## src/rtl/noc_pkg.sv

```systemverilog
// Shared mesh-router definitions.
//   NUM_PORTS  : router radix (N, S, E, W, Local)
//   PORT_IDX_W : width of a port index
//   port_e     : port encoding, identical for inputs and outputs
//   route_xy() : dimension-ordered route computation (XY or YX)
package noc_pkg;

  localparam int NUM_PORTS  = 5;
  localparam int PORT_IDX_W = 3;

  typedef enum logic [PORT_IDX_W-1:0] {
    PORT_N = 3'd0,
    PORT_S = 3'd1,
    PORT_E = 3'd2,
    PORT_W = 3'd3,
    PORT_L = 3'd4
  } port_e;

  // mode=0: resolve X first, then Y. mode=1: resolve Y first, then X.
  // All coordinate compares are unsigned.
  function automatic port_e route_xy(input int unsigned dx,
                                     input int unsigned dy,
                                     input int unsigned my_x,
                                     input int unsigned my_y,
                                     input logic        mode);
    port_e r;
    r = PORT_L;
    if (!mode) begin
      if      (dx > my_x) r = PORT_E;
      else if (dx < my_x) r = PORT_W;
      else if (dy > my_y) r = PORT_N;
      else if (dy < my_y) r = PORT_S;
    end else begin
      if      (dy > my_y) r = PORT_N;
      else if (dy < my_y) r = PORT_S;
      else if (dx > my_x) r = PORT_E;
      else if (dx < my_x) r = PORT_W;
    end
    return r;
  endfunction

endpackage

```

## src/rtl/switch_allocator_if.sv

```systemverilog
// Handshake bundle between input buffers, switch allocator and crossbar.
//   in_valid/in_head/in_tail/packet_addr : per-input flit presentation
//   buffer_full_in                       : per-output downstream back-pressure
//   grant/grant_v                        : per-output crossbar select + transfer
//   in_ack                               : per-input pop
//   out_locked                           : per-output wormhole lock status
// master = flit source / testbench side, slave = allocator.
interface switch_allocator_if #(
  parameter int ADDR_W = 8
);
  localparam int NP = noc_pkg::NUM_PORTS;

  logic [NP-1:0]             in_valid;
  logic [NP-1:0]             in_head;
  logic [NP-1:0]             in_tail;
  logic [NP-1:0][ADDR_W-1:0] packet_addr;
  logic [NP-1:0]             buffer_full_in;
  logic [NP-1:0][NP-1:0]     grant;
  logic [NP-1:0]             grant_v;
  logic [NP-1:0]             in_ack;
  logic [NP-1:0]             out_locked;

  modport master (
    output in_valid, in_head, in_tail, packet_addr, buffer_full_in,
    input  grant, grant_v, in_ack, out_locked
  );

  modport slave (
    input  in_valid, in_head, in_tail, packet_addr, buffer_full_in,
    output grant, grant_v, in_ack, out_locked
  );

endinterface

```

## src/rtl/rr_lock_arbiter.sv

```systemverilog
// Per-output arbiter: round-robin among head requests while unlocked, owner-only
// body/tail service while locked, stalled by downstream full.
//   clk, rst     : clock, asynchronous active-low reset
//   req_head_i   : inputs presenting a head flit routed to this output
//   req_body_i   : inputs presenting a body/tail flit whose latched route is this output
//   tail_i       : per-input tail flag of the presented flit
//   full_i       : downstream buffer of this output is full
//   grant_o      : one-hot winner, zero unless grant_v_o
//   grant_v_o    : a flit transfers on this output this cycle
//   locked_o     : output held by an in-progress packet
module rr_lock_arbiter
  import noc_pkg::*;
(
  input  logic                  clk,
  input  logic                  rst,
  input  logic [NUM_PORTS-1:0]  req_head_i,
  input  logic [NUM_PORTS-1:0]  req_body_i,
  input  logic [NUM_PORTS-1:0]  tail_i,
  input  logic                  full_i,
  output logic [NUM_PORTS-1:0]  grant_o,
  output logic                  grant_v_o,
  output logic                  locked_o
);

  logic                  lock_q, lock_d;
  logic [PORT_IDX_W-1:0] owner_q, owner_d;
  logic [PORT_IDX_W-1:0] rr_ptr_q, rr_ptr_d;
  logic [PORT_IDX_W-1:0] winner;
  logic [PORT_IDX_W:0]   idx;
  logic                  found;

  always_comb begin
    // NOTE: every variable gets a default before any branch so no latch is inferred.
    found     = 1'b0;
    winner    = '0;
    idx       = '0;
    grant_o   = '0;
    lock_d    = lock_q;
    owner_d   = owner_q;
    rr_ptr_d  = rr_ptr_q;

    if (lock_q) begin
      // Locked: only the owner's non-head flit may advance; other heads wait.
      found  = req_body_i[owner_q];
      winner = owner_q;
    end else begin
      // Unlocked: first head request at or above rr_ptr, wrapping at NUM_PORTS.
      for (int off = 0; off < NUM_PORTS; off++) begin
        idx = {1'b0, rr_ptr_q} + (PORT_IDX_W+1)'(off);
        if (idx >= (PORT_IDX_W+1)'(NUM_PORTS)) idx = idx - (PORT_IDX_W+1)'(NUM_PORTS);
        if (!found && req_head_i[idx[PORT_IDX_W-1:0]]) begin
          found  = 1'b1;
          winner = idx[PORT_IDX_W-1:0];
        end
      end
    end

    // Reset gates the combinational grant path so outputs stay quiet in reset.
    grant_v_o = found && !full_i && rst;
    if (grant_v_o) grant_o[winner] = 1'b1;

    if (grant_v_o) begin
      if (!lock_q) begin
        rr_ptr_d = (winner == PORT_IDX_W'(NUM_PORTS-1)) ? '0 : winner + 1'b1;
        if (!tail_i[winner]) begin
          lock_d  = 1'b1;
          owner_d = winner;
        end
      end else if (tail_i[winner]) begin
        lock_d = 1'b0;
      end
    end
  end

  // NOTE: sequential state uses non-blocking assignments only.
  always_ff @(posedge clk or negedge rst) begin
    if (!rst) begin
      lock_q   <= 1'b0;
      owner_q  <= '0;
      rr_ptr_q <= '0;
    end else begin
      lock_q   <= lock_d;
      owner_q  <= owner_d;
      rr_ptr_q <= rr_ptr_d;
    end
  end

  assign locked_o = lock_q;

endmodule

```

## src/rtl/switch_allocator.sv

```systemverilog
// 5-port mesh-router switch allocator.
//   clk, rst : clock, asynchronous active-low reset
//   bus      : switch_allocator_if.slave -- flit requests in; grant, grant_v,
//              in_ack and out_locked out. grant[o] drives crossbar mux select o.
// Computes head routes, remembers each input's route for the rest of its packet,
// fans requests out to one rr_lock_arbiter per output and ORs grants into in_ack.
module switch_allocator
  import noc_pkg::*;
#(
  parameter int          X_W        = 4,
  parameter int          Y_W        = 4,
  parameter int unsigned MY_X       = 0,
  parameter int unsigned MY_Y       = 0,
  parameter int          ROUTE_MODE = 0
)(
  input  logic               clk,
  input  logic               rst,
  switch_allocator_if.slave  bus
);

  localparam int ADDR_W = X_W + Y_W;

  port_e head_route [NUM_PORTS];
  port_e route_q    [NUM_PORTS];
  port_e route_d    [NUM_PORTS];

  logic [NUM_PORTS-1:0][NUM_PORTS-1:0] grant_w;
  logic [NUM_PORTS-1:0]                grant_v_w;
  logic [NUM_PORTS-1:0]                locked_w;
  logic [NUM_PORTS-1:0]                ack;

  always_comb begin
    for (int i = 0; i < NUM_PORTS; i++) begin
      head_route[i] = route_xy(32'(bus.packet_addr[i][ADDR_W-1:Y_W]),
                               32'(bus.packet_addr[i][Y_W-1:0]),
                               MY_X, MY_Y, ROUTE_MODE != 0);
    end
  end

  // Each input can target only one output, so at most one grant bit per column.
  always_comb begin
    ack = '0;
    for (int o = 0; o < NUM_PORTS; o++) ack |= grant_w[o];
  end

  // A transferred multi-flit head pins its input's route until the packet ends.
  always_comb begin
    route_d = route_q;
    for (int i = 0; i < NUM_PORTS; i++) begin
      if (ack[i] && bus.in_head[i] && !bus.in_tail[i]) route_d[i] = head_route[i];
    end
  end

  always_ff @(posedge clk or negedge rst) begin
    if (!rst) begin
      // NOTE: route_q is reset too, so a packet cut off by reset cannot leave a stale route behind.
      for (int i = 0; i < NUM_PORTS; i++) route_q[i] <= PORT_L;
    end else begin
      route_q <= route_d;
    end
  end

  for (genvar o = 0; o < NUM_PORTS; o++) begin : g_out
    logic [NUM_PORTS-1:0] req_head;
    logic [NUM_PORTS-1:0] req_body;

    always_comb begin
      req_head = '0;
      req_body = '0;
      for (int i = 0; i < NUM_PORTS; i++) begin
        req_head[i] = bus.in_valid[i] &&  bus.in_head[i] && (head_route[i] == port_e'(o));
        req_body[i] = bus.in_valid[i] && !bus.in_head[i] && (route_q[i]    == port_e'(o));
      end
    end

    rr_lock_arbiter u_arb (
      .clk        (clk),
      .rst        (rst),
      .req_head_i (req_head),
      .req_body_i (req_body),
      .tail_i     (bus.in_tail),
      .full_i     (bus.buffer_full_in[o]),
      .grant_o    (grant_w[o]),
      .grant_v_o  (grant_v_w[o]),
      .locked_o   (locked_w[o])
    );
  end

  assign bus.grant      = grant_w;
  assign bus.grant_v    = grant_v_w;
  assign bus.out_locked = locked_w;
  assign bus.in_ack     = ack;

endmodule

```

## src/flat_wrapper.sv

```systemverilog
// flat-port wrapper written by rule: the top's interface ports become plain ports
module switch_allocator_flat import noc_pkg::*;
#(
  parameter int          X_W        = 4,
  parameter int          Y_W        = 4,
  parameter int unsigned MY_X       = 0,
  parameter int unsigned MY_Y       = 0,
  parameter int          ROUTE_MODE = 0
)
  (clk, rst, bus_in_valid, bus_in_head, bus_in_tail, bus_packet_addr, bus_buffer_full_in, bus_grant, bus_grant_v, bus_in_ack, bus_out_locked);
  switch_allocator_if #(.ADDR_W(8)) bus_i ();
  input  logic clk;
  input  logic rst;
  input wire logic [$bits(bus_i.in_valid)-1:0] bus_in_valid;
  input wire logic [$bits(bus_i.in_head)-1:0] bus_in_head;
  input wire logic [$bits(bus_i.in_tail)-1:0] bus_in_tail;
  input wire logic [$bits(bus_i.packet_addr)-1:0] bus_packet_addr;
  input wire logic [$bits(bus_i.buffer_full_in)-1:0] bus_buffer_full_in;
  output wire logic [$bits(bus_i.grant)-1:0] bus_grant;
  output wire logic [$bits(bus_i.grant_v)-1:0] bus_grant_v;
  output wire logic [$bits(bus_i.in_ack)-1:0] bus_in_ack;
  output wire logic [$bits(bus_i.out_locked)-1:0] bus_out_locked;
  assign bus_i.in_valid = bus_in_valid;
  assign bus_i.in_head = bus_in_head;
  assign bus_i.in_tail = bus_in_tail;
  assign bus_i.packet_addr = bus_packet_addr;
  assign bus_i.buffer_full_in = bus_buffer_full_in;
  assign bus_grant = bus_i.grant;
  assign bus_grant_v = bus_i.grant_v;
  assign bus_in_ack = bus_i.in_ack;
  assign bus_out_locked = bus_i.out_locked;
  switch_allocator #(.X_W(X_W), .Y_W(Y_W), .MY_X(MY_X), .MY_Y(MY_Y), .ROUTE_MODE(ROUTE_MODE)) u_core (.clk(clk), .rst(rst), .bus(bus_i));
endmodule
```

## config.mk

```make
export PLATFORM = sky130hd
export DESIGN_NAME = switch_allocator_flat
export DESIGN_NICKNAME = d
export VERILOG_FILES = /design/src/rtl/noc_pkg.sv /design/src/rtl/switch_allocator_if.sv /design/src/rtl/rr_lock_arbiter.sv /design/src/rtl/switch_allocator.sv /design/src/flat_wrapper.sv
export SDC_FILE = /design/constraint.sdc
export NUM_CORES = 1
export LEC_CHECK = 0
export CORE_ASPECT_RATIO = 0.5
export CORE_MARGIN = 1
export CORE_UTILIZATION = 30
export CTS_CLUSTER_DIAMETER = 200
export DETAILED_ROUTE_END_ITERATION = 16
export PLACE_DENSITY_LB_ADDON = 0.25
export SLEW_MARGIN = 40
export SYNTH_ARGS = -nofsm -noshare
export SYNTH_HDL_FRONTEND = slang
export SYNTH_SLANG_ARGS = --single-unit
export TNS_END_PERCENT = 50
```

## constraint.sdc

```tcl
create_clock -name clk -period 10.1 [get_ports clk]
set_input_delay 3.03 -clock clk [delete_from_list [all_inputs] [get_ports clk]]
set_output_delay 3.03 -clock clk [all_outputs]
set_load 0.01 [all_outputs]
```

==> impl_metrics.ini <==
[floorplan]
core-area_um2 = 17700
start_util_pct = 31.26
io_pins = 102
die_height_um = 98.02
dieArea_um2 = 19020
rows = 34
die_w_um = 194.0

[cts]
clk_pin_slew_ps = 50
cts.sinks = 31
clock_path_buffers = 2
htree_num_levels = 2
clock_latency_ps = 270
cts_buffers = 5
cts_tree = built
root_buffer = clkbuf_16

[timing]
fmax_mhz = 100.1
fin_crit_ps = 9991
hold_violations = 0
worst_slew_pin_slew_ps = 733.8
skew_ps = 4.421
slew_headroom_pct = 49.68
rsz0062_at_grt = true
period_share_pct = 98.92
setup_violations = 0
drv_slew = 0

[critical_path]
cp.depth = 15
crit_start = bus_packet_addr[10]
start_kind = input port
crit_path_top_delay_cell = or4_4
worst-path-buf-inv = 5
cp_common_cell = buf_4
crit_required_ps = 7070
worstSetupEndpointType = primary output
path_cells = clkdlybuf4s50_1 -> nor4_4 -> buf_4 -> nor3_1 -> buf_4 -> mux2_4 -> o22a_4 -> or4_4 -> buf_6 -> o41ai_4 -> a21oi_2 -> a21o_4 -> and2_1 -> or3b_1 -> dlygate4sd2_1
slowest_delay_ps = 570
cp_top_family = simple AND/OR/NAND/NOR gates
crit_path_end = bus_in_ack[4]
worstSetupPathType = input port to primary output
r2r_setup_slack_ps = 4680
reg2reg_to = u_core.g_out[2].u_arb.owner_q[0]$_DFFE_PN0P_
crit_path_max_fanout = 5
r2r.worst_path.cells = 17
crit-reg2reg-launch = u_core.g_out[2].u_arb.rr_ptr_q[0]$_DFFE_PN0P_
worstPathArrival_ps = 6960

[place]
place_inst = 1079
postPlaceCellArea_um2 = 7121
globalplace.congestion = 0.9333
hpwl_mm = 15.53
port_buffers = 85

[synthesis]
synthTopCellsByArea = dfrtp_1 (12%), ha_1 (6.8%), mux2i_1 (4.9%)
netlist_area_um2 = 5532
ys_ff_latch = 31
synth_top_family_by_area = compound AO/OA/AOI/OAI gates
ys_seq_area_share_pct = 14.14
async_flop_share_pct = 100.0
synth_fa_ha_area_share_pct = 7.872
synth_edf_count = 0
synth_top_area_cell = dfrtp_1
synth.area.mux_share_pct = 11.33
yosys.area_share.simple_pct = 27.87
yosys.cell_types.count = 96
yosys-top-cells-count = nand2_1 (54), nor2_1 (45), a21oi_1 (43), inv_1 (41), o21ai_0 (31)
synth_ff_type = dfrtp_1
syn_area_per_cell_um2 = 7.835
yosys.area_share.xor_xnor_pct = 1.900
yosysTopAreaCellShare_pct = 11.76
synth.most_common_cell = nand2_1
synth_compound_area_share_pct = 29.13
synthesis.instances = 706
ys_warn_count = 0

[final_layout]
final_area_um2 = 7511
syn2layout_area_growth_pct = 35.78
diodes = 0
nets = 953
final_cells = 1093
nFillCells = 1808
drive_gt1_share_pct = 21.19
final_core_util_pct = 42.44

[power]
clkPwrFrac_pct = 5.0
peakVddDrop_mv = 0.1121
internal_power_mw = 1.357
power_switching_mw = 1.527
switching_share_pct = 52.94
p_leak_nw = 3.231
p_seq_share_pct = 9.9
power_mw = 2.884
power_density_nw_per_um2 = 383.9
combPwrFrac_pct = 85.2

[detailed_routing]
detail-route-antenna-nets = 0
drt_first_iter_violations = 460
wl_per_cell_um = 17.53
wl_mm = 19.16
vias_per_cell = 5.620
dr.pass1.iters = 7
vias = 6143
drc = 0

[global_routing]
grt_pass1_wl_mm = 30.64
grt_usage_pct = 19.65
overflow = 0
first_global_vias = 5875
antenna_found_initial = 0
grt_max_degree = 32

[flow_run]
cap_violations = 0

[outcome]
status = finished, final reports clean

[hold_path]
whs_path_depth = 1
hp-class = flop to flop
[power by group through the flow]
stage	Combinational (mW)	Clock, mW	Sequential, mW
floorplan	1.64	0	0.210
global placement	2.24	0	0.281
detailed placement	2.28	0	0.283
CTS	2.34	0.145	0.281
global route	2.66	0.151	0.297
finish	2.46	0.143	0.285
[cell families (layout without fill, tap and decap cells)]
family | after synthesis | count (layout)
adders and majority gates | 33 | 33
AOI/OAI and AO/OA | 216 | 216
muxes | 52 | 52
and+or+nand+nor | 270 | 270
DFF | 31 | 31
xor gates and xnor gates | 12 | 12
other | 1 | 14
buffers and inverters | 91 | 231
[through the flow]
step | setup TNS [ps] | hold WS (ps) | worst slack (ps)
after global routing | -71.37 | 509.0 | -39.23
after detailed placement | -1400 | 491.0 | -252.5
after CTS | -8.951 | 499.7 | -8.951
after floorplan | 0 | 472.2 | 880.4
final | 0 | 501.2 | 108.9
after global placement | -1077 | 486.2 | -222.1
[cell usage in the layout, fill, tap and decap left out, types with 10 or more instances in the layout]
| master | netlist | routed |
|---|---|---|
| a211oi_1 | 12 | 12 |
| a21o_1 | 13 | 12 |
| a21oi_1 | 43 | 40 |
| buf_4 | 20 | 90 |
| clkdlybuf4s50_1 | 0 | 77 |
| conb_1 | 1 | 14 |
| dfrtp_1 | 26 | 26 |
| ha_1 | 30 | 30 |
| inv_1 | 41 | 40 |
| mux2_1 | 11 | 11 |
| mux2i_1 | 27 | 26 |
| nand2_1 | 54 | 54 |
| nand2b_1 | 16 | 15 |
| nand3_1 | 20 | 19 |
| nor2_1 | 45 | 43 |
| nor2b_1 | 14 | 14 |
| nor3_1 | 25 | 24 |
| nor4_1 | 17 | 16 |
| o211ai_1 | 10 | 10 |
| o21ai_0 | 31 | 30 |
| or4_1 | 12 | 10 |
| xnor2_1 | 11 | 11 |
[registers in the layout, indices dropped and copies added, names as in the netlist]
register                     cells
u_core.route_q                  10
u_core.g_out.u_arb.owner_q       9
u_core.g_out.u_arb.rr_ptr_q      9
u_core.g_out.u_arb.locked_o      3
[worst min-delay path by stage]
stage                                   from                             to  slack, ps
2_1_floorplan  u_core.route_q[2]$_DFFE_PN1P_  u_core.route_q[2]$_DFFE_PN1P_        470
3_3_place_gp   u_core.route_q[2]$_DFFE_PN1P_  u_core.route_q[2]$_DFFE_PN1P_        490
3_5_place_dp   u_core.route_q[2]$_DFFE_PN1P_  u_core.route_q[2]$_DFFE_PN1P_        490
4_1_cts        u_core.route_q[2]$_DFFE_PN1P_  u_core.route_q[2]$_DFFE_PN1P_        500
5_1_grt        u_core.route_q[2]$_DFFE_PN1P_  u_core.route_q[2]$_DFFE_PN1P_        510
6_report       u_core.route_q[2]$_DFFE_PN1P_  u_core.route_q[2]$_DFFE_PN1P_        500
[worst register-to-register path: stages, from the launching register on]
cell,delay [ps]
dfrtp_1,570
inv_1,300
ha_1,190
inv_1,50
fa_1,400
a21oi_1,330
mux2i_1,460
mux2_2,410
a211o_1,340
a2bb2oi_2,180
a211oi_1,150
o41ai_4,470
buf_4,210
mux2_1,310
mux2_2,300
nand2_1,90
o311a_1,210
mux2_1,330
[area by class of cell]
type | instances | area (um^2) | share of cell area (%)
clock buffer | 5 | 125.1 | 1.666
clock inverter | 3 | 15.01 | 0.1999
inverter | 46 | 175.2 | 2.332
multi-input combinational | 597 | 4564 | 60.77
sequential | 31 | 782.0 | 10.41
tap | 234 | 292.8 | 3.898
timing repair buffer | 177 | 1556 | 20.72
[per-layer routing]
| layer | global-route usage (%) | part of all wire (%) | vias up |
|---|---|---|---|
| met4 | 2.686 | 0.47 | 0 |
| li1 | - | - | 2961 |
| met3 | 1.451 | 4.6 | 11 |
| met1 | 27.87 | 48 | 3000 |
| met5 | 0 | 0 | - |
| met2 | 33.34 | 47 | 171 |
[what timing repair did]
action                                  4_1_cts  5_1_grt
endpoints found under the setup margin        8       15
gates resized for setup                      16       31
setup buffers                                 2        4
hold buffers                                  0        0
pin swaps                                     6        9
Power figures use the tool's default switching activity.
